## config.mk

```make
export PLATFORM = sky130hd
export DESIGN_NAME = control_unit
export DESIGN_NICKNAME = d
export VERILOG_FILES = /design/src/rtl/control_unit_pkg.sv /design/src/rtl/control_unit_decode.sv /design/src/rtl/control_unit.sv
export SDC_FILE = /design/constraint.sdc
export NUM_CORES = 1
export LEC_CHECK = 0
export ABC_AREA = 1
export ABC_CLOCK_PERIOD_IN_PS = 1500
export CAP_MARGIN = 20
export CORE_MARGIN = 2
export CORE_UTILIZATION = 41
export DETAILED_ROUTE_END_ITERATION = 6
export PLACE_DENSITY = 0.89
export SYNTH_ARGS = -nofsm -noshare
export SYNTH_HDL_FRONTEND = slang
export SYNTH_SLANG_ARGS = --single-unit
```

## constraint.sdc

```tcl
create_clock -name clk -period 1.5 [get_ports clk]
set_input_delay 0.225 -clock clk [delete_from_list [all_inputs] [get_ports clk]]
set_output_delay 0.225 -clock clk [all_outputs]
set_load 0.02 [all_outputs]
```

## src/rtl/control_unit_pkg.sv

```systemverilog
// control_unit_pkg
//   Shared types and constants for the control_unit sequencer:
//   FSM state encoding, instruction opcodes, ALU operation codes and
//   the DECODE-state next-state lookup.
package control_unit_pkg;

    typedef enum logic [3:0] {
        INIT   = 4'd0,
        FETCH  = 4'd1,
        DECODE = 4'd2,
        LOAD_A = 4'd3,
        LOAD_B = 4'd4,
        STORE  = 4'd5,
        ADD    = 4'd6,
        SUB    = 4'd7,
        NOOP   = 4'd8,
        HALT   = 4'd9
    } state_t;

    typedef logic [3:0] opcode_t;

    localparam opcode_t OP_NOOP  = 4'd0;
    localparam opcode_t OP_STORE = 4'd1;
    localparam opcode_t OP_LOAD  = 4'd2;
    localparam opcode_t OP_ADD   = 4'd3;
    localparam opcode_t OP_SUB   = 4'd4;
    localparam opcode_t OP_HALT  = 4'd5;

    localparam logic [2:0] ALU_ZERO = 3'd0;
    localparam logic [2:0] ALU_ADD  = 3'd1;
    localparam logic [2:0] ALU_SUB  = 3'd2;

    // Opcodes 6..15 fall through to NOOP.
    function automatic state_t next_from_opcode(input opcode_t op);
        case (op)
            OP_STORE: return STORE;
            OP_LOAD:  return LOAD_A;
            OP_ADD:   return ADD;
            OP_SUB:   return SUB;
            OP_HALT:  return HALT;
            default:  return NOOP;
        endcase
    endfunction

endpackage

```

## src/rtl/control_unit_decode.sv

```systemverilog
// control_unit_decode
//   Combinational Moore decode: current state + latched instruction operand
//   field -> datapath control word.
// Ports
//   i_state       current FSM state
//   i_ir          IR[11:0] (operand field of the latched instruction)
//   o_d_addr      data-memory address
//   o_d_wr        data-memory write enable
//   o_rf_s        WriteData mux select (0 = ALU, 1 = DMEM)
//   o_rf_w_addr   RF write address
//   o_rf_w_en     RF write enable
//   o_rf_ra_addr  RF read port A address
//   o_rf_rb_addr  RF read port B address
//   o_alu_s0      ALU operation select
//   o_halted      high in HALT
module control_unit_decode
    import control_unit_pkg::*;
#(
    parameter int DADDR_W = 8,
    parameter int RF_AW   = 4
) (
    input  state_t             i_state,
    input  logic [11:0]        i_ir,
    output logic [DADDR_W-1:0] o_d_addr,
    output logic               o_d_wr,
    output logic               o_rf_s,
    output logic [RF_AW-1:0]   o_rf_w_addr,
    output logic               o_rf_w_en,
    output logic [RF_AW-1:0]   o_rf_ra_addr,
    output logic [RF_AW-1:0]   o_rf_rb_addr,
    output logic [2:0]         o_alu_s0,
    output logic               o_halted
);

    logic [DADDR_W-1:0] w_mem_addr;
    logic [RF_AW-1:0]   w_reg_lo;
    logic [RF_AW-1:0]   w_reg_mid;
    logic [RF_AW-1:0]   w_reg_hi;

    assign w_mem_addr = DADDR_W'(i_ir[11:4]);
    assign w_reg_lo   = RF_AW'(i_ir[3:0]);
    assign w_reg_mid  = RF_AW'(i_ir[7:4]);
    assign w_reg_hi   = RF_AW'(i_ir[11:8]);

    always_comb begin
        o_d_addr     = '0;
        o_d_wr       = 1'b0;
        o_rf_s       = 1'b0;
        o_rf_w_addr  = '0;
        o_rf_w_en    = 1'b0;
        o_rf_ra_addr = '0;
        o_rf_rb_addr = '0;
        o_alu_s0     = ALU_ZERO;
        o_halted     = 1'b0;
        case (i_state)
            LOAD_A: begin
                o_d_addr = w_mem_addr;
            end
            LOAD_B: begin
                o_d_addr    = w_mem_addr;
                o_rf_s      = 1'b1;
                o_rf_w_addr = w_reg_lo;
                o_rf_w_en   = 1'b1;
            end
            STORE: begin
                o_d_addr     = w_mem_addr;
                o_rf_ra_addr = w_reg_lo;
                o_d_wr       = 1'b1;
            end
            ADD: begin
                o_rf_ra_addr = w_reg_hi;
                o_rf_rb_addr = w_reg_mid;
                o_rf_w_addr  = w_reg_lo;
                o_rf_w_en    = 1'b1;
                o_alu_s0     = ALU_ADD;
            end
            SUB: begin
                o_rf_ra_addr = w_reg_hi;
                o_rf_rb_addr = w_reg_mid;
                o_rf_w_addr  = w_reg_lo;
                o_rf_w_en    = 1'b1;
                o_alu_s0     = ALU_SUB;
            end
            HALT: begin
                o_halted = 1'b1;
            end
            default: ;
        endcase
    end

endmodule

```

## src/rtl/control_unit.sv

```systemverilog
// control_unit
//   Moore FSM sequencer for a small processor datapath. Owns PC and IR,
//   fetches one 16-bit instruction from a synchronous-read IMEM, decodes it
//   and drives RF / ALU / mux / DMEM controls for LOAD, STORE, ADD, SUB,
//   NOOP and HALT.
// Configuration
//   CONTROL_UNIT_SINGLE_STEP_EN : adds input `step`; FETCH holds (PC frozen)
//                                 until step = 1 is sampled.
// Ports
//   clk, rst_n  rising-edge clock, asynchronous active-low reset
//   step        (macro only) single-step advance
//   IR_in       instruction from IMEM, valid one cycle after PC_addr
//   PC_addr     IMEM address (PC register)
//   D_Addr, D_wr                    data-memory address / write enable
//   RF_s, RF_W_addr, RF_W_en        RF write-back mux, address, enable
//   RF_Ra_addr, RF_Rb_addr          RF read addresses
//   Alu_s0      ALU op select
//   halted      1 while in HALT
//   state_o     current state encoding (debug)
module control_unit
    import control_unit_pkg::*;
#(
    parameter int PC_W    = 7,
    parameter int DADDR_W = 8,
    parameter int RF_AW   = 4
) (
    input  logic               clk,
    input  logic               rst_n,
`ifdef CONTROL_UNIT_SINGLE_STEP_EN
    input  logic               step,
`endif
    input  logic [15:0]        IR_in,
    output logic [PC_W-1:0]    PC_addr,
    output logic [DADDR_W-1:0] D_Addr,
    output logic               D_wr,
    output logic               RF_s,
    output logic [RF_AW-1:0]   RF_W_addr,
    output logic               RF_W_en,
    output logic [RF_AW-1:0]   RF_Ra_addr,
    output logic [RF_AW-1:0]   RF_Rb_addr,
    output logic [2:0]         Alu_s0,
    output logic               halted,
    output logic [3:0]         state_o
);

    state_t            r_state;
    logic [PC_W-1:0]   r_pc;
    // The opcode is consumed by the DECODE transition itself, so only the
    // operand field needs to be held for the execute states.
    logic [11:0]       r_ir;
    logic              w_fetch_go;

`ifdef CONTROL_UNIT_SINGLE_STEP_EN
    assign w_fetch_go = step;
`else
    assign w_fetch_go = 1'b1;
`endif

    always_ff @(posedge clk or negedge rst_n) begin
        if (!rst_n) begin
            r_state <= INIT;
            r_pc    <= '0;
            r_ir    <= '0;
        end else begin
            case (r_state)
                INIT:   r_state <= FETCH;
                FETCH:  if (w_fetch_go) r_state <= DECODE;
                DECODE: begin
                    r_ir    <= IR_in[11:0];
                    r_pc    <= r_pc + PC_W'(1);
                    r_state <= next_from_opcode(IR_in[15:12]);
                end
                LOAD_A: r_state <= LOAD_B;
                LOAD_B, STORE, ADD, SUB, NOOP: r_state <= FETCH;
                HALT:   r_state <= HALT;
                default: r_state <= INIT;
            endcase
        end
    end

    assign PC_addr = r_pc;
    assign state_o = r_state;

    control_unit_decode #(
        .DADDR_W (DADDR_W),
        .RF_AW   (RF_AW)
    ) u_decode (
        .i_state      (r_state),
        .i_ir         (r_ir),
        .o_d_addr     (D_Addr),
        .o_d_wr       (D_wr),
        .o_rf_s       (RF_s),
        .o_rf_w_addr  (RF_W_addr),
        .o_rf_w_en    (RF_W_en),
        .o_rf_ra_addr (RF_Ra_addr),
        .o_rf_rb_addr (RF_Rb_addr),
        .o_alu_s0     (Alu_s0),
        .o_halted     (halted)
    );

endmodule

```

==> results of run 1 <==
-- timing repair --
item,CTS,global route
gates cloned,0,0
pin swaps,4,7
setup endpoints to repair,37,44
gates resized for setup,176,51
setup buffers,3,5
-- power by group --
part | switching, mW | internal, mW | leakage [nW] | total, mW
Sequential | 0.187 | 0.886 | 0.289 | 1.07
Combinational | 1.62 | 1.17 | 0.817 | 2.79
Clock | 0.183 | 0.0995 | 0.0177 | 0.283
-- routing by layer --
metal / global-route usage (%) / share of wire, % / vias up
met5: 0 / 0 / -
met4: 3.810 / 0.43 / 0
met3: 3.712 / 5.7 / 2
met2: 34.54 / 52 / 41
met1: 26.11 / 42 / 656
li1: - / - / 703
-- sequential cells by signal, summed over array words and instances (netlist names) --
signal	flops
PC_addr	7
state_o	4
r_ir	12
-- worst paths after layout --
kind                                   startpoint                      to  slack (ns)  depth (start not counted)
setup / recovery             state_o[3]$_DFF_PN0_           RF_Ra_addr[2]       -0.24                          5
setup reg to reg             state_o[1]$_DFF_PN0_  PC_addr[3]$_DFFE_PN0P_        0.11                          7
max in group asynchronous                   rst_n    state_o[1]$_DFF_PN0_        1.00                          2
hold / removal                              rst_n     r_ir[4]$_DFFE_PN0P_        0.25                          2
min in group clk                         IR_in[8]     r_ir[8]$_DFFE_PN0P_        0.47                          3
hold reg to reg            PC_addr[6]$_DFFE_PN0P_  PC_addr[6]$_DFFE_PN0P_        0.53                          2
-- Yosys cell counts --
cell type and instances:
nor2_1 31, nor2_2 2, dfrtp_1 23, conb_1 1
nand3b_1 1, a21oi_1 1, inv_2 2, nor2_4 1
o22ai_1 4, nor3_1 3, xnor2_1 2, inv_1 29
nand2_2 2, o21ai_0 14, ha_1 1, buf_4 3
nand3_1 9, buf_6 1, nand2_1 49
-- stage by stage --
stage | util [%] | TNS, ns | area [µm²]
after floorplan | - | -0.1020 | 1264
after global placement | 65.25 | -6.835 | 1959
after detailed placement | 65.25 | -7.465 | 1959
after CTS | 68.25 | -4.083 | 2049
after global routing | 74.88 | -6.954 | 2248
final | 74.88 | -4.436 | 2248
-- critical path, cell delays in order, from the launching register on --
cell and delay, ns:
dfrtp_1 0.45, nor2_4 0.21, buf_6 0.15, nand2_8 0.08, o22ai_2 0.17, buf_6 0.14
-- cell usage in the layout, fill, tap and decap left out, types with 7 or more instances in the layout --
cell type         n
nand2_1          44
buf_4            29
inv_1            24
buf_6            22
dfrtp_1          21
clkdlybuf4s50_1  17
nor2_4           15
o21ai_0          14
nor2_1           12
dlygate4sd2_1     8
nor2_2            7
nand3_1           7
-- final cells by class --
cell class / count / area [µm²] / area share [%]
repair buffers: 80 / 745.7 / 33.17
multi-input cells: 121 / 734.5 / 32.67
flip-flops and latches: 23 / 578.1 / 25.71
inverters: 31 / 121.4 / 5.398
well taps: 33 / 41.29 / 1.836
clock buffers: 3 / 22.52 / 1.002
clock inverters: 1 / 5.005 / 0.2226
-- cell families after synthesis --
family | after synthesis | synth area share (%)
AND/OR/NAND/NOR | 98 | 31.98
buffers and inverters | 35 | 11.88
flip-flops | 23 | 45.54
AO/OA/AOI/OAI | 19 | 7.920
XOR/XNOR | 2 | 1.386
adder cells (fa/ha/maj) | 1 | 0.9899
other | 1 | 0.2967
==> metrics.txt, run 1 <==
cell leakage power=1.124 nW; Mapped Area=0.001264 mm²; Die X-Extent=59.52 µm; CTS H-Tree Depth=1; vias=1402; worst vdd ir=1.062 mV; PortBufs=54; syn nets=198; CTS clock-pin slew for the worst setup and hold paths=0.12 ns; max-cap viol count=0; Antenna Violating Nets Remaining=0; initial core utilization=42.08%; CP Capture Type=primary output; Die H=59.52 µm; Hold WC Path Type=primary input to asynchronous set/reset pin; fin crit share=116.0%; number of global-route vias before repair=1240; number of hold buffers added after CTS=0; Detail Placement HPWL=2.426 mm; gpl congestion=0.8005; pre-CTS worst setup slack=-0.3704 ns; FMAX=0.5749 GHz; critical path required time=1.27 ns; die area=0.003542 mm²; core area=0.003003 mm²; fin crit period=1.740 ns; WS Path Type=flop to primary output; share of the synthesized area in the top cell type=45.54%; DRT iter0 DRCs=32; PwrDens=1844 mW/mm²; post-route setup slack=-0.2396 ns; placed cell count=280; Worst Path Max Fanout=8; CP arrival=1.51 ns; RSZ-0062 raised after global routing=yes; global-route wire length before repair=5.402 mm; CTS tree=done; Final Max Tran Viols=0; total wire length=3.687 mm; share of cells above drive strength 1=39.38%; CTS Buf Count=3; Avg Inst Size Synth=7.060 µm²; violated checks=negative setup slack; clk buf depth=2; clock net sink count=23; # DRC=0; Worst setup SP type=flop; Synth cell types=19; final hold violations=0; largest net degree at the start of global routing=25; ant diodes=0; FP Rows=20; Syn Inst Count=179; wire per inst=12.63 µm; Ports=56; power consumption=4.146 mW; initial antenna violation count=0; Root Driver=clkbuf_4; Hold WS=0.2540 ns; # fillers=240; Layout area overhead=77.92%; nets=279; All-Layer GR Usage=19.93%; DR vias/cell=4.801; warnings from Yosys=0; drt first pass iters=4; Seq/Total Area, Yosys=45.54%; Worst-Skew Late Latency=0.31 ns; Finished Layout Cells=292; Overflow after GRT=0; post-synthesis register bit count=23; area leader, netlist=dfrtp_1; status=complete, but fails checks; skew final=0.001776 ns; Final Setup Violations=26; main area contributors after synthesis=dfrtp_1 (46%), nand2_1 (15%), nor2_1 (9.2%), inv_1 (8.6%), o21ai_0 (5.5%)
Note: power is estimated with default switching activity, not from simulation.
==> run 2, diff against run 1 <==
--- a/config.mk
+++ b/config.mk
@@ -11,7 +11,8 @@
 export CORE_MARGIN = 2
 export CORE_UTILIZATION = 41
 export DETAILED_ROUTE_END_ITERATION = 6
-export PLACE_DENSITY = 0.89
+export HOLD_SLACK_MARGIN = 0.03
+export PLACE_DENSITY = 0.87
 export SYNTH_ARGS = -nofsm -noshare
 export SYNTH_HDL_FRONTEND = slang
 export SYNTH_SLANG_ARGS = --single-unit
==> run 2 against run 1 <==
The run still ends with negative setup slack left. Via count decreased by 0.43%. Wire length up 0.27%. Clock power rose by 1%. Final cell count increased by 0.34%. Worst hold slack gained 0.0032 ns. Flip-flop and latch count stayed put.
==> metrics.txt, run 2 (same netlist as run 1, synthesis figures left out) <==
status=complete, but fails checks (unchanged); violated checks=negative setup slack (unchanged); Crit path largest cell delay=0.43 ns (was 0.45 ns); nets=280 (was 279); CTS H-Tree Depth=1 (unchanged); R2R Setup Slk=0.07 ns (was 0.11 ns); Root Driver=clkbuf_4 (unchanged); worst vdd ir=0.9300 mV (was 1.062 mV); clock net sink count=23 (unchanged); Antenna Violating Nets Remaining=0 (unchanged); skew final=0.005087 ns (was 0.001776 ns); Final Max Tran Viols=0 (unchanged); PwrDens=1836 mW/mm² (was 1844 mW/mm²); final hold violations=0 (unchanged); Die X-Extent=59.52 µm (unchanged); worst reg2reg startpoint=state_o[0]$_DFF_PN0_ (was state_o[1]$_DFF_PN0_); WL met1=1.510 mm (was 1.544 mm); Hold WC Path Type=primary input to asynchronous set/reset pin (unchanged); critical path's slowest cell=dfrtp_1 (unchanged); Overflow after GRT=0 (unchanged); initial core utilization=42.08% (unchanged); Layout area overhead=73.47% (was 77.92%); Reg2Reg Depth=8 (was 7); core area=0.003003 mm² (unchanged); gpl congestion=0.7752 (was 0.8005); DP Area=0.001967 mm² (was 0.001959 mm²); # DRC=0 (unchanged); critical path required time=1.27 ns (about the same); Final Setup Violations=26 (unchanged); FP Rows=20 (unchanged); clk buf depth=2 (unchanged); wire per inst=12.62 µm (was 12.63 µm); WS Path Type=flop to primary output (unchanged); Reg-to-Reg End=r_ir[1]$_DFFE_PN0P_ (was PC_addr[3]$_DFFE_PN0P_); Worst setup SP type=flop (unchanged); max-cap viol count=0 (unchanged); met3 WL=193 µm (was 212 µm); share of cells above drive strength 1=37.31% (was 39.38%); # fillers=243 (was 240); cell leakage power=1.128 nW (was 1.124 nW); top routing layer used=met4 (unchanged); Final Cell Area=0.002192 mm² (was 0.002248 mm²); Worst Path Max Fanout=8 (unchanged); commonest non-fill, non-tap cell in the layout=nand2_1 (unchanged); fin crit share=119.0% (was 116.0%); Ports=56 (unchanged); total wire length=3.697 mm (was 3.687 mm); initial antenna violation count=0 (unchanged); WL met2=1.936 mm (was 1.913 mm); flip-flop count of the largest register after layout=12 (unchanged); CP arrival=1.56 ns (was 1.51 ns); vias=1396 (was 1402); power consumption=4.024 mW (was 4.146 mW); largest net degree at the start of global routing=24 (was 25); CTS clock-pin slew for the worst setup and hold paths=0.13 ns (was 0.12 ns); ant diodes=0 (unchanged); die area=0.003542 mm² (unchanged); DRT iter0 DRCs=72 (was 32); All-Layer GR Usage=21.00% (was 19.93%); PortBufs=54 (unchanged); most flop-heavy register=r_ir (unchanged); final core occ=73.00% (was 74.88%); number of global-route vias before repair=1322 (was 1240); RSZ-0062 raised after global routing=yes (unchanged); fin crit period=1.785 ns (was 1.740 ns); CTS tree=done (unchanged); Detail Placement HPWL=2.463 mm (was 2.426 mm); crit path capture=D_Addr[4] (was RF_Ra_addr[2]); Die H=59.52 µm (unchanged); commonest cells after routing, fill and taps aside=nand2_1 (44), buf_4 (34), inv_1 (25) (was nand2_1 (44), buf_4 (29), inv_1 (24)); CP Capture Type=primary output (unchanged); CTS Buf Count=3 (unchanged); FMAX=0.5603 GHz (was 0.5749 GHz); DR vias/cell=4.765 (was 4.801); global-route wire length before repair=5.713 mm (was 5.402 mm); CP Launch Point=state_o[2]$_DFF_PN0_ (was state_o[3]$_DFF_PN0_); Worst-Skew Late Latency=0.31 ns (about the same); CP cell instances=buf_4 > nor2_4 > nand3_2 > nand2_4 > inv_6 > nor2_2 > buf_6 (was nor2_4 > buf_6 > nand2_8 > o22ai_2 > buf_6); drt first pass iters=4 (unchanged); post-route setup slack=-0.2849 ns (was -0.2396 ns)
-- run 2: cell count changes in the layout (fill, tap and decap cells not counted), sizes merged --
| cell | delta |
|---|---|
| buf | +1 |
-- run 2: cell type report --
cell class	count	area [µm²]	area share, %
Clock buffer	3	22.52	1.027
Clock inverter	1	5.005	0.2283
Inverter	31	123.9	5.651
Multi-Input combinational cell	121	688.2	31.39
Sequential cell	23	578.1	26.37
Tap cell	33	41.29	1.884
Timing Repair Buffer	81	733.2	33.45
-- run 2: worst min path at each step --
stage / start / endpoint / cells after the start
floorplan: rst_n / PC_addr[0]$_DFFE_PN0P_ / 0
global placement: PC_addr[6]$_DFFE_PN0P_ / PC_addr[6]$_DFFE_PN0P_ / 2
detailed placement: PC_addr[6]$_DFFE_PN0P_ / PC_addr[6]$_DFFE_PN0P_ / 2
CTS: rst_n / r_ir[7]$_DFFE_PN0P_ / 2
global route: rst_n / r_ir[6]$_DFFE_PN0P_ / 2
finish: rst_n / state_o[2]$_DFF_PN0_ / 2
-- run 2: power by group --
| part | leakage, nW | internal [mW] | switching, mW |
|---|---|---|---|
| registers | 0.289 | 0.886 | 0.165 |
| clock network | 0.0177 | 0.0996 | 0.187 |
| logic | 0.822 | 1.12 | 1.56 |
-- run 2: layer usage --
layer / global-route usage [%] / vias to the layer above
met3: 4.585 / 6
met2: 37.36 / 38
li1: - / 703
met1: 26.18 / 649
met4: 4.127 / 0
met5: 0 / -
-- run 2: through the flow --
stage          cells  hold WS (ns)  TNS, ns  setup WS (ns)
4_1_cts          290        0.2574   -4.004        -0.2401
3_3_place_gp     281        0.4886   -6.723        -0.3653
5_1_grt          293        0.2668   -7.637        -0.3696
6_report         293        0.2572   -5.370        -0.2849
2_1_floorplan    179      -0.07059  -0.1020       -0.02551
3_5_place_dp     281        0.5012   -7.700        -0.4148
-- run 2: timing repair --
action,in CTS,in global routing
hold buffers,0,0
pin swaps,4,8
endpoints found under the setup margin,37,42
setup buffers,5,4
resized for setup,173,39
-- run 2: worst max-delay path, delay by kind of cell (launching register included) --
family,cells,cell delay [ns]
buffers and inverters,3,0.35
AND/OR/NAND/NOR,4,0.48
flip-flops,1,0.43
==> run 3, diff against run 2 <==
--- a/config.mk
+++ b/config.mk
@@ -10,6 +10,8 @@
 export CAP_MARGIN = 20
 export CORE_MARGIN = 2
 export CORE_UTILIZATION = 41
+export CTS_BUF_LIST = sky130_fd_sc_hd__clkbuf_16
+export CTS_CLUSTER_SIZE = 30
 export DETAILED_ROUTE_END_ITERATION = 6
 export HOLD_SLACK_MARGIN = 0.03
 export PLACE_DENSITY = 0.87
==> run 3 against run 2 <==
The flow still finishes with violations (negative setup slack). Cell area up 2.3%. Non-clock buffer count unchanged. Final cell count did not move. Die area unchanged. Clock-buffer cell count unchanged. Critical path type unchanged. Critical endpoint is now Alu_s0[1]. Largest cell class unchanged.
==> metrics.txt, run 3 (same netlist as run 1, synthesis figures left out) <==
ant diodes=0 (unchanged); DR vias/cell=4.765 (unchanged); status=complete, but fails checks (unchanged); most flop-heavy register=r_ir (unchanged); Most common cell on crit path=buf_4; Worst Path Max Fanout=4 (was 8); post-route setup slack=-0.1671 ns (was -0.2849 ns); Hold WC Path Type=primary input to asynchronous set/reset pin (unchanged); Layout area overhead=77.52% (was 73.47%); flip-flop count of the largest register after layout=12 (unchanged); wire per inst=13.46 µm (was 12.62 µm); Fin Setup TNS=-2.554 ns (was -5.370 ns); CTS H-Tree Depth=1 (unchanged); internal power=2.388 mW (was 2.110 mW); FMAX=0.5999 GHz (was 0.5603 GHz); vias=1396 (unchanged); fin crit share=111.1% (was 119.0%); share of cells above drive strength 1=36.15% (was 37.31%); Worst-Skew Late Latency=0.26 ns (was 0.31 ns); PortBufs=54 (unchanged); skew final=0.002107 ns (was 0.005087 ns); critical path's slowest cell=dfrtp_1 (unchanged); largest net degree at the start of global routing=24 (unchanged); CP cell instances=nor2_4 > buf_6 > buf_4 > inv_2 > nor3_2 > buf_4 (was buf_4 > nor2_4 > nand3_2 > nand2_4 > inv_6 > nor2_2 > buf_6); Finished Layout Cells=293 (unchanged); global-route wire length before repair=6.092 mm (was 5.713 mm); Final Setup Violations=25 (was 26); CP Buf/Inv Count=4 (was 3); switching pwr=1.938 mW (was 1.914 mW); nets=280 (unchanged); number of global-route vias before repair=1370 (was 1322); DRT iter0 DRCs=64 (was 72); Ports=56 (unchanged); clk buf depth=2 (unchanged); initial antenna violation count=0 (unchanged); All-Layer GR Usage=22.77% (was 21.00%); core area=0.003003 mm² (unchanged); max-cap viol count=0 (unchanged); delay-heaviest family, CP=buffers and inverters (was simple AND/OR/NAND/NOR gates); fin crit period=1.667 ns (was 1.785 ns); final hold violations=0 (unchanged); worst vdd ir=0.9745 mV (was 0.9300 mV); violated checks=negative setup slack (unchanged); CP Capture Type=primary output (unchanged); Final Max Tran Viols=0 (unchanged); Antenna Violating Nets Remaining=0 (unchanged); Crit path largest cell delay=0.44 ns (was 0.43 ns); Worst setup SP type=flop (unchanged); PwrDens=1928 mW/mm² (was 1836 mW/mm²); CTS tree=done (unchanged); number of hold buffers added after CTS=0 (unchanged); cell leakage power=1.190 nW (was 1.128 nW); pre-CTS worst setup slack=-0.4148 ns (unchanged); WS Path Type=flop to primary output (unchanged); CP arrival=1.44 ns (was 1.56 ns); critical path required time=1.27 ns (about the same); final core occ=74.71% (was 73.00%); CTS Buf Count=3 (unchanged); initial core utilization=42.08% (unchanged); Final Cell Area=0.002243 mm² (was 0.002192 mm²); Root Driver=clkbuf_16 (was clkbuf_4); Die H=59.52 µm (unchanged); clock power share=13.4% (was 7.1%); Detail Placement HPWL=2.463 mm (unchanged); Reg2Reg Depth=7 (was 8); # DRC=0 (unchanged); Reg power frac=24.2% (was 26.1%); placed cell count=281 (unchanged); commonest cells after routing, fill and taps aside=nand2_1 (44), buf_4 (38), inv_1 (24) (was nand2_1 (44), buf_4 (34), inv_1 (25)); CTS clock-pin slew for the worst setup and hold paths=0.06 ns (was 0.13 ns); drt first pass iters=5 (was 4); clock net sink count=23 (unchanged); gpl congestion=0.7752 (unchanged); Overflow after GRT=0 (unchanged); critical path depth=6 (was 7); Comb power frac=62.4% (was 66.7%); Die X-Extent=59.52 µm (unchanged); total wire length=3.944 mm (was 3.697 mm); DP Area=0.001967 mm² (unchanged); RSZ-0062 raised after global routing=yes (unchanged); switching share of total power=44.79% (was 47.57%); commonest non-fill, non-tap cell in the layout=nand2_1 (unchanged); FP Rows=20 (unchanged); die area=0.003542 mm² (unchanged)
run 3: cell count changes in the layout (fill, tap and decap cells not counted), sizes merged:
| cell | previous run | this run |
|---|---|---|
| clkdlybuf4s50 | 17 | 19 |
| dlymetal6s2s | 0 | 2 |
| dlygate4sd2 | 8 | 6 |
| clkbuf | 5 | 3 |
run 3: stage by stage:
stage / hold slack [ns] / power, mW
floorplan: -0.07059 / 2.188
global placement: 0.4886 / 3.191
detailed placement: 0.5012 / 3.247
CTS: 0.3428 / 4.035
global route: 0.3652 / 4.591
finish: 0.3313 / 4.326
run 3: layout make-up:
class                      instances  area, µm²
fill                             217      759.5
timing repair buffer              81      740.7
multi-input combinational        121      685.7
sequential                        23      576.8
inverter                          31      118.9
clock buffer                       3      75.07
tap                               33      41.29
clock inverter                     1      5.005
run 3: final timing paths:
path                                        start                     end  slack (ns)
setup / recovery             state_o[3]$_DFF_PN0_               Alu_s0[1]       -0.17
hold / removal                              rst_n    state_o[2]$_DFF_PN0_        0.33
setup reg to reg             state_o[3]$_DFF_PN0_     r_ir[2]$_DFFE_PN0P_        0.09
hold reg to reg            PC_addr[6]$_DFFE_PN0P_  PC_addr[6]$_DFFE_PN0P_        0.51
max in group asynchronous                   rst_n    state_o[1]$_DFF_PN0_        0.91
min in group clk           PC_addr[6]$_DFFE_PN0P_  PC_addr[6]$_DFFE_PN0P_        0.51
run 3: per-layer routing:
metal  GRT usage (%)  part of all wire [%]
met5               0                     0
met4           3.810                  0.86
met3           5.022                   5.9
met2           43.01                    54
met1           26.42                    40
run 3: power by group through the flow:
| stage | registers (mW) | clock network [mW] | logic [mW] |
|---|---|---|---|
| 5_1_grt | 1.07 | 0.626 | 2.89 |
| 2_1_floorplan | 1.17 | 0 | 1.02 |
| 6_report | 1.05 | 0.579 | 2.70 |
| 3_3_place_gp | 1.02 | 0 | 2.17 |
| 4_1_cts | 1.04 | 0.586 | 2.41 |
| 3_5_place_dp | 1.04 | 0 | 2.21 |
run 3: worst register-to-register path: cells and delay by family (launching register included):
family	cells	cell delay (ns)
buffers and inverters	3	0.44
flip-flops	1	0.44
AND/OR/NAND/NOR	3	0.38
AO/OA/AOI/OAI	1	0.08
run 3: timing repair:
action	CTS	global route
pin swaps	3	4
hold endpoints to repair	0	0
setup endpoints to repair	33	43
setup buffers	5	3
resized for setup	164	35
==> variant 1, RTL diff (settings of run 2) <==
Change the parameter `PC_W` from 7 to 14.
--- a/src/rtl/control_unit.sv
+++ b/src/rtl/control_unit.sv
@@ -20,7 +20,7 @@
 module control_unit
     import control_unit_pkg::*;
 #(
-    parameter int PC_W    = 7,
+    parameter int PC_W    = 14,
     parameter int DADDR_W = 8,
     parameter int RF_AW   = 4
 ) (
Interface: changed (resized PC_addr); port bits go from 56 to 63. The function was not compared with the original's and may differ.
==> variant 1 against run 2 <==
The flow still finishes with violations (setup timing). Register-to-register slack got worse by 200 ps. Sequential cell count grew 7. Routed wire length rose by 56%. Maximum frequency grew 5.6%. Clock power increased by 140%. Setup slack gained 95 ps. Count of clock-buffer cells in the layout grew 4. Global-route usage is 5.0 points higher. Total power increased by 38%. First-iteration DRC count grew 61%. Synthesized cell count up 20%. Non-clock buffer count up 13. Synthesized area rose by 27%. Final area up 38%. Critical endpoint is now RF_W_addr[1]. Largest cell class unchanged.
==> variant 1: results (changes against run 2) <==
met1 Track Usage GR: 0.295 (was 0.262)
pre-CTS WS: -405 ps (was -415 ps)
Area contributors post-synth: dfrtp_1 (47%), nand2_1 (13%), inv_1 (8.2%), nor2_1 (8.2%), o21ai_0 (4.7%) (was dfrtp_1 (46%), nand2_1 (15%), nor2_1 (9.2%), inv_1 (8.6%), o21ai_0 (5.5%))
TritonCTS Buffers: 5 (was 3)
RD Place Congestion: 0.828 (was 0.775)
Largest stage delay, worst path: 410 ps (was 430 ps)
failing checks: setup timing (unchanged)
htree depth: 2 (was 1)
Largest register FFs: 14 (was 12)
clock root buffer: clkbuf_8 (was clkbuf_4)
Setup Skew: 7.31 ps (was 5.09 ps)
via count of the first global-routing pass: 1761 (was 1322)
Yosys cell types: 24 (was 19)
Nets: 330 (was 280)
syn nets: 233 (was 198)
top post-synthesis cells by count: nand2_1 (54), inv_1 (35), nor2_1 (35), dfrtp_1 (30), o21ai_0 (15) (was nand2_1 (49), nor2_1 (31), inv_1 (29), dfrtp_1 (23), o21ai_0 (14))
number of buffers added on ports: 61 (was 54)
cell leakage power: 1.45 nW (was 1.13 nW)
largest net degree at the start of global routing: 31 (was 24)
largest fanout on the critical path: 5 (was 8)
global-route layer with the greatest usage: met2 (unchanged)
Vias/cell: 5.07 (was 4.76)
share of layout cells above drive strength 1: 0.407 (was 0.373)
met2 usage: 0.460 (was 0.374)
Worst EP arrival: 1470 ps (was 1560 ps)
fill count: 228 (was 243)
met3 global-route usage: 0.0642 (was 0.0459)
status: complete, but fails checks (unchanged)
endpoints failing setup: 44 (was 26)
first-pass GRT wire length: 8470 µm (was 5710 µm)
Worst IR Drop VDD: 1.19 mV (was 0.930 mV)
sequential element share of the synthesized area: 0.468 (was 0.455)
Total Routing Usage GR: 0.260 (was 0.210)
post-route setup slack: -190 ps (was -285 ps)
Clock Latency Late Sink: 290 ps (was 310 ps)
Reg clk slew, reported paths: 70 ps (was 130 ps)
final WL: 5760 µm (was 3700 µm)
Slowest cell on crit path: dfrtp_2 (was dfrtp_1)
-- variant 1: final timing paths --
path	from	cells after the start	slack, ps	endpoint
max in group asynchronous	rst_n	2	860	state_o[3]$_DFF_PN0_
min reg2reg	PC_addr[5]$_DFFE_PN0P_	1	530	PC_addr[5]$_DFFE_PN0P_
max reg2reg	state_o[3]$_DFF_PN0_	10	-130	r_ir[6]$_DFFE_PN0P_
min	rst_n	2	330	r_ir[2]$_DFFE_PN0P_
min in group clk	IR_in[11]	3	480	r_ir[11]$_DFFE_PN0P_
max	state_o[2]$_DFF_PN0_	7	-190	RF_W_addr[1]
-- variant 1: timing repair --
item / 4_1_cts / 5_1_grt
endpoints found under the setup margin: 60 / 52
setup buffers: 10 / 3
cloned: 3 / 0
pin swaps: 13 / 10
resized for setup: 210 / 65
-- variant 1: routing by layer --
layer,wire length (µm),vias to the layer above
li1,-,852
met1,2230,874
met3,331,14
met2,3080,84
met5,0,-
met4,123,0
-- variant 1: power by group --
part | total (mW) | switching, mW | internal (mW) | leakage, nW
Sequential | 1.30 | 0.213 | 1.09 | 0.384
Clock | 0.695 | 0.325 | 0.370 | 0.0482
Combinational | 3.55 | 1.93 | 1.62 | 1.01
-- variant 1: kinds of logic after synthesis --
| logic type | share of synthesized area |
|---|---|
| flip-flops | 0.468 |
| AND/OR/NAND/NOR | 0.288 |
| buffers and inverters | 0.0982 |
| XOR/XNOR | 0.0546 |
| AO/OA/AOI/OAI | 0.0818 |
| other | 0.00234 |
| adder cells (fa/ha/maj) | 0.00779 |
-- variant 1: critical path: cells and delay by family, from the launching register on --
kind	cells	cell delay [ps]
simple gates	3	410
flops	1	410
buf+inv	4	350
-- variant 1: layout make-up --
class | instances | area share
clock buffer | 7 | 0.0286
clock inverter | 1 | 0.00166
inverter | 36 | 0.0522
multi-input combinational | 144 | 0.323
sequential | 30 | 0.250
tap | 48 | 0.0199
timing repair buffer | 94 | 0.325
-- variant 1: per-stage QoR --
step                cell area (µm²)  hold WS (ps)  std cells  TNS, ps  power (mW)
floorplan                      1670         -70.6        214    -48.8        2.50
global placement               2490           510        340    -7260        3.56
detailed placement             2490           513        340    -8400        3.64
CTS                            2840           344        360    -4270        5.02
global route                   3020           365        360    -7390        5.84
finish                         3020           331        360    -4840        5.55
==> variant 2, RTL diff (settings of run 2) <==
Made on the original files. Reset style: synchronous (`rst_n`), changed in one clocked block. Comments in the files are not updated.
--- a/src/rtl/control_unit.sv
+++ b/src/rtl/control_unit.sv
@@ -56,7 +56,7 @@
     assign w_fetch_go = 1'b1;
 `endif
 
-    always_ff @(posedge clk or negedge rst_n) begin
+    always_ff @(posedge clk) begin
         if (!rst_n) begin
             r_state <= INIT;
             r_pc    <= '0;
Behaviour: differs if rst_n is asserted again (counterexample within 4 cycles, from zero or initial values and one cycle with rst_n low); with rst_n held inactive, the same outputs for 10 cycles.
==> variant 2 against run 2 <==
The flow still finishes with violations (setup timing). Via count grew 1.6%. Critical path depth grew 1. Routed wire length shrank 7.1%. Cell count shrank 2.7%. Synthesized area shrank 1.5%. Setup slack gained 48 ps. Worst hold slack gained 220 ps. Sequential cell count is the same. Final area shrank 5.9%. Largest cell class is now multi-input gates.
Power is not compared: it rests on default switching activity, and its combinational part moved more than twofold at a synthesized area within 25%.
==> variant 2: results (changes against run 2) <==
Seq area share: 0.227 (was 0.264)
met2 usage: 0.329 (was 0.374)
met3 global-route usage: 0.0371 (was 0.0459)
floorplan row count: 19 (was 20)
Top delay family on crit path: buffers and inverters (was simple AND/OR/NAND/NOR gates)
placed wire-length estimate: 2510 µm (was 2460 µm)
Slowest cell on crit path: dfxtp_2 (was dfrtp_1)
worst r2r src: state_o[1]$_SDFF_PN0_ (was state_o[0]$_DFF_PN0_)
Setup Skew: 1.85 ps (was 5.09 ps)
Reg-to-Reg End: r_ir[11]$_SDFFE_PN0P_ (was r_ir[1]$_DFFE_PN0P_)
Mean Syn Cell Area: 6.99 µm² (was 7.06 µm²)
Crit. Startpoint: state_o[2]$_SDFF_PN0_ (was state_o[2]$_DFF_PN0_)
status: complete, but fails checks (unchanged)
reg-to-reg slack, setup: 90 ps (was 70 ps)
vias: 1418 (was 1396)
share of layout cells above drive strength 1: 0.409 (was 0.373)
met1 Track Usage GR: 0.250 (was 0.262)
failing checks: setup timing (unchanged)
seq_cells: 23 (unchanged)
met2 wire len: 1710 µm (was 1940 µm)
sequential element share of the synthesized area: 0.370 (was 0.455)
Placed Area: 1950 µm² (was 1970 µm²)
Worst IR Drop VDD: 0.565 mV
M1 wire length: 1450 µm (was 1510 µm)
fill count: 217 (was 243)
#MultiIn Comb: 120 (was 121)
worst setup path end: RF_W_addr[0] (was D_Addr[4])
largest net degree at the start of global routing: 28 (was 24)
hold crit path type: flip-flop to flip-flop (was input pin to async pin)
largest fanout on the critical path: 4 (was 8)
post-route setup slack: -237 ps (was -285 ps)
syn nets: 197 (was 198)
Non-clk bufs: 77 (was 81)
pre-CTS WS: -385 ps (was -415 ps)
Largest stage delay, worst path: 370 ps (was 430 ps)
Nets: 274 (was 280)
Total Routing Usage GR: 0.197 (was 0.210)
first-pass GRT wire length: 5320 µm (was 5710 µm)
multi-input combinational area share: 0.351 (was 0.314)
Inverters: 30 (was 31)
DR WL met3: 216 µm (was 193 µm)
Non-clock buffer share: 0.331 (was 0.334)
via count of the first global-routing pass: 1252 (was 1322)
Setup TNS: -4100 ps (was -5370 ps)
endpoints failing setup: 25 (was 26)
Area contributors post-synth: dfxtp_1 (37%), nor2_1 (9.9%), a21oi_2 (9.1%), nand2_1 (8.4%), inv_1 (7.5%) (was dfrtp_1 (46%), nand2_1 (15%), nor2_1 (9.2%), inv_1 (8.6%), o21ai_0 (5.5%))
clk tree area frac: 0.0133 (was 0.0126)
Worst EP arrival: 1510 ps (was 1560 ps)
Yosys cell types: 24 (was 19)
WHS: 476 ps (was 257 ps)
final WL: 3440 µm (was 3700 µm)
Post-synth ARST share: 0 (was 1.00)
most common flop cell mapped by yosys: dfxtp_1 (was dfrtp_1)
RD Place Congestion: 0.804 (was 0.775)
top post-synthesis cells by count: nor2_1 (33), nand2_1 (28), inv_1 (25), dfxtp_1 (23), a21oi_2 (13) (was nand2_1 (49), nor2_1 (31), inv_1 (29), dfrtp_1 (23), o21ai_0 (14))
variant 2: cell types whose count changed in the layout (fill, tap and decap cells not counted), moves of 5 or more:
cell            run 2  this run
nor2_4             12         7
nand2_1            44        26
a21oi_2             0        13
dfxtp_1             0        19
a21oi_1             1         9
dfrtp_1            21         0
o21ai_0            14         3
nor2_1             16        24
o21ai_1             0         7
buf_6              17        12
o21ai_2             0         7
variant 2: kinds of logic after synthesis:
logic type | after synthesis | synth area share
fa+ha+maj | 1 | 0.0100
buf+inv | 35 | 0.126
other cells | 1 | 0.00301
simple gates | 74 | 0.252
compound gates | 44 | 0.239
flops | 23 | 0.370
variant 2: report_power, final:
group,internal (mW),switching (mW),total (mW)
logic,0.197,0.272,0.469
registers,0.663,0.0266,0.690
clock network,0.0997,0.187,0.287
total,0.960,0.486,1.45
variant 2: what timing repair did:
action	in CTS	in global routing
endpoints found under the setup margin	36	27
resized for setup	147	34
buffers inserted	1	3
pin swaps	2	2
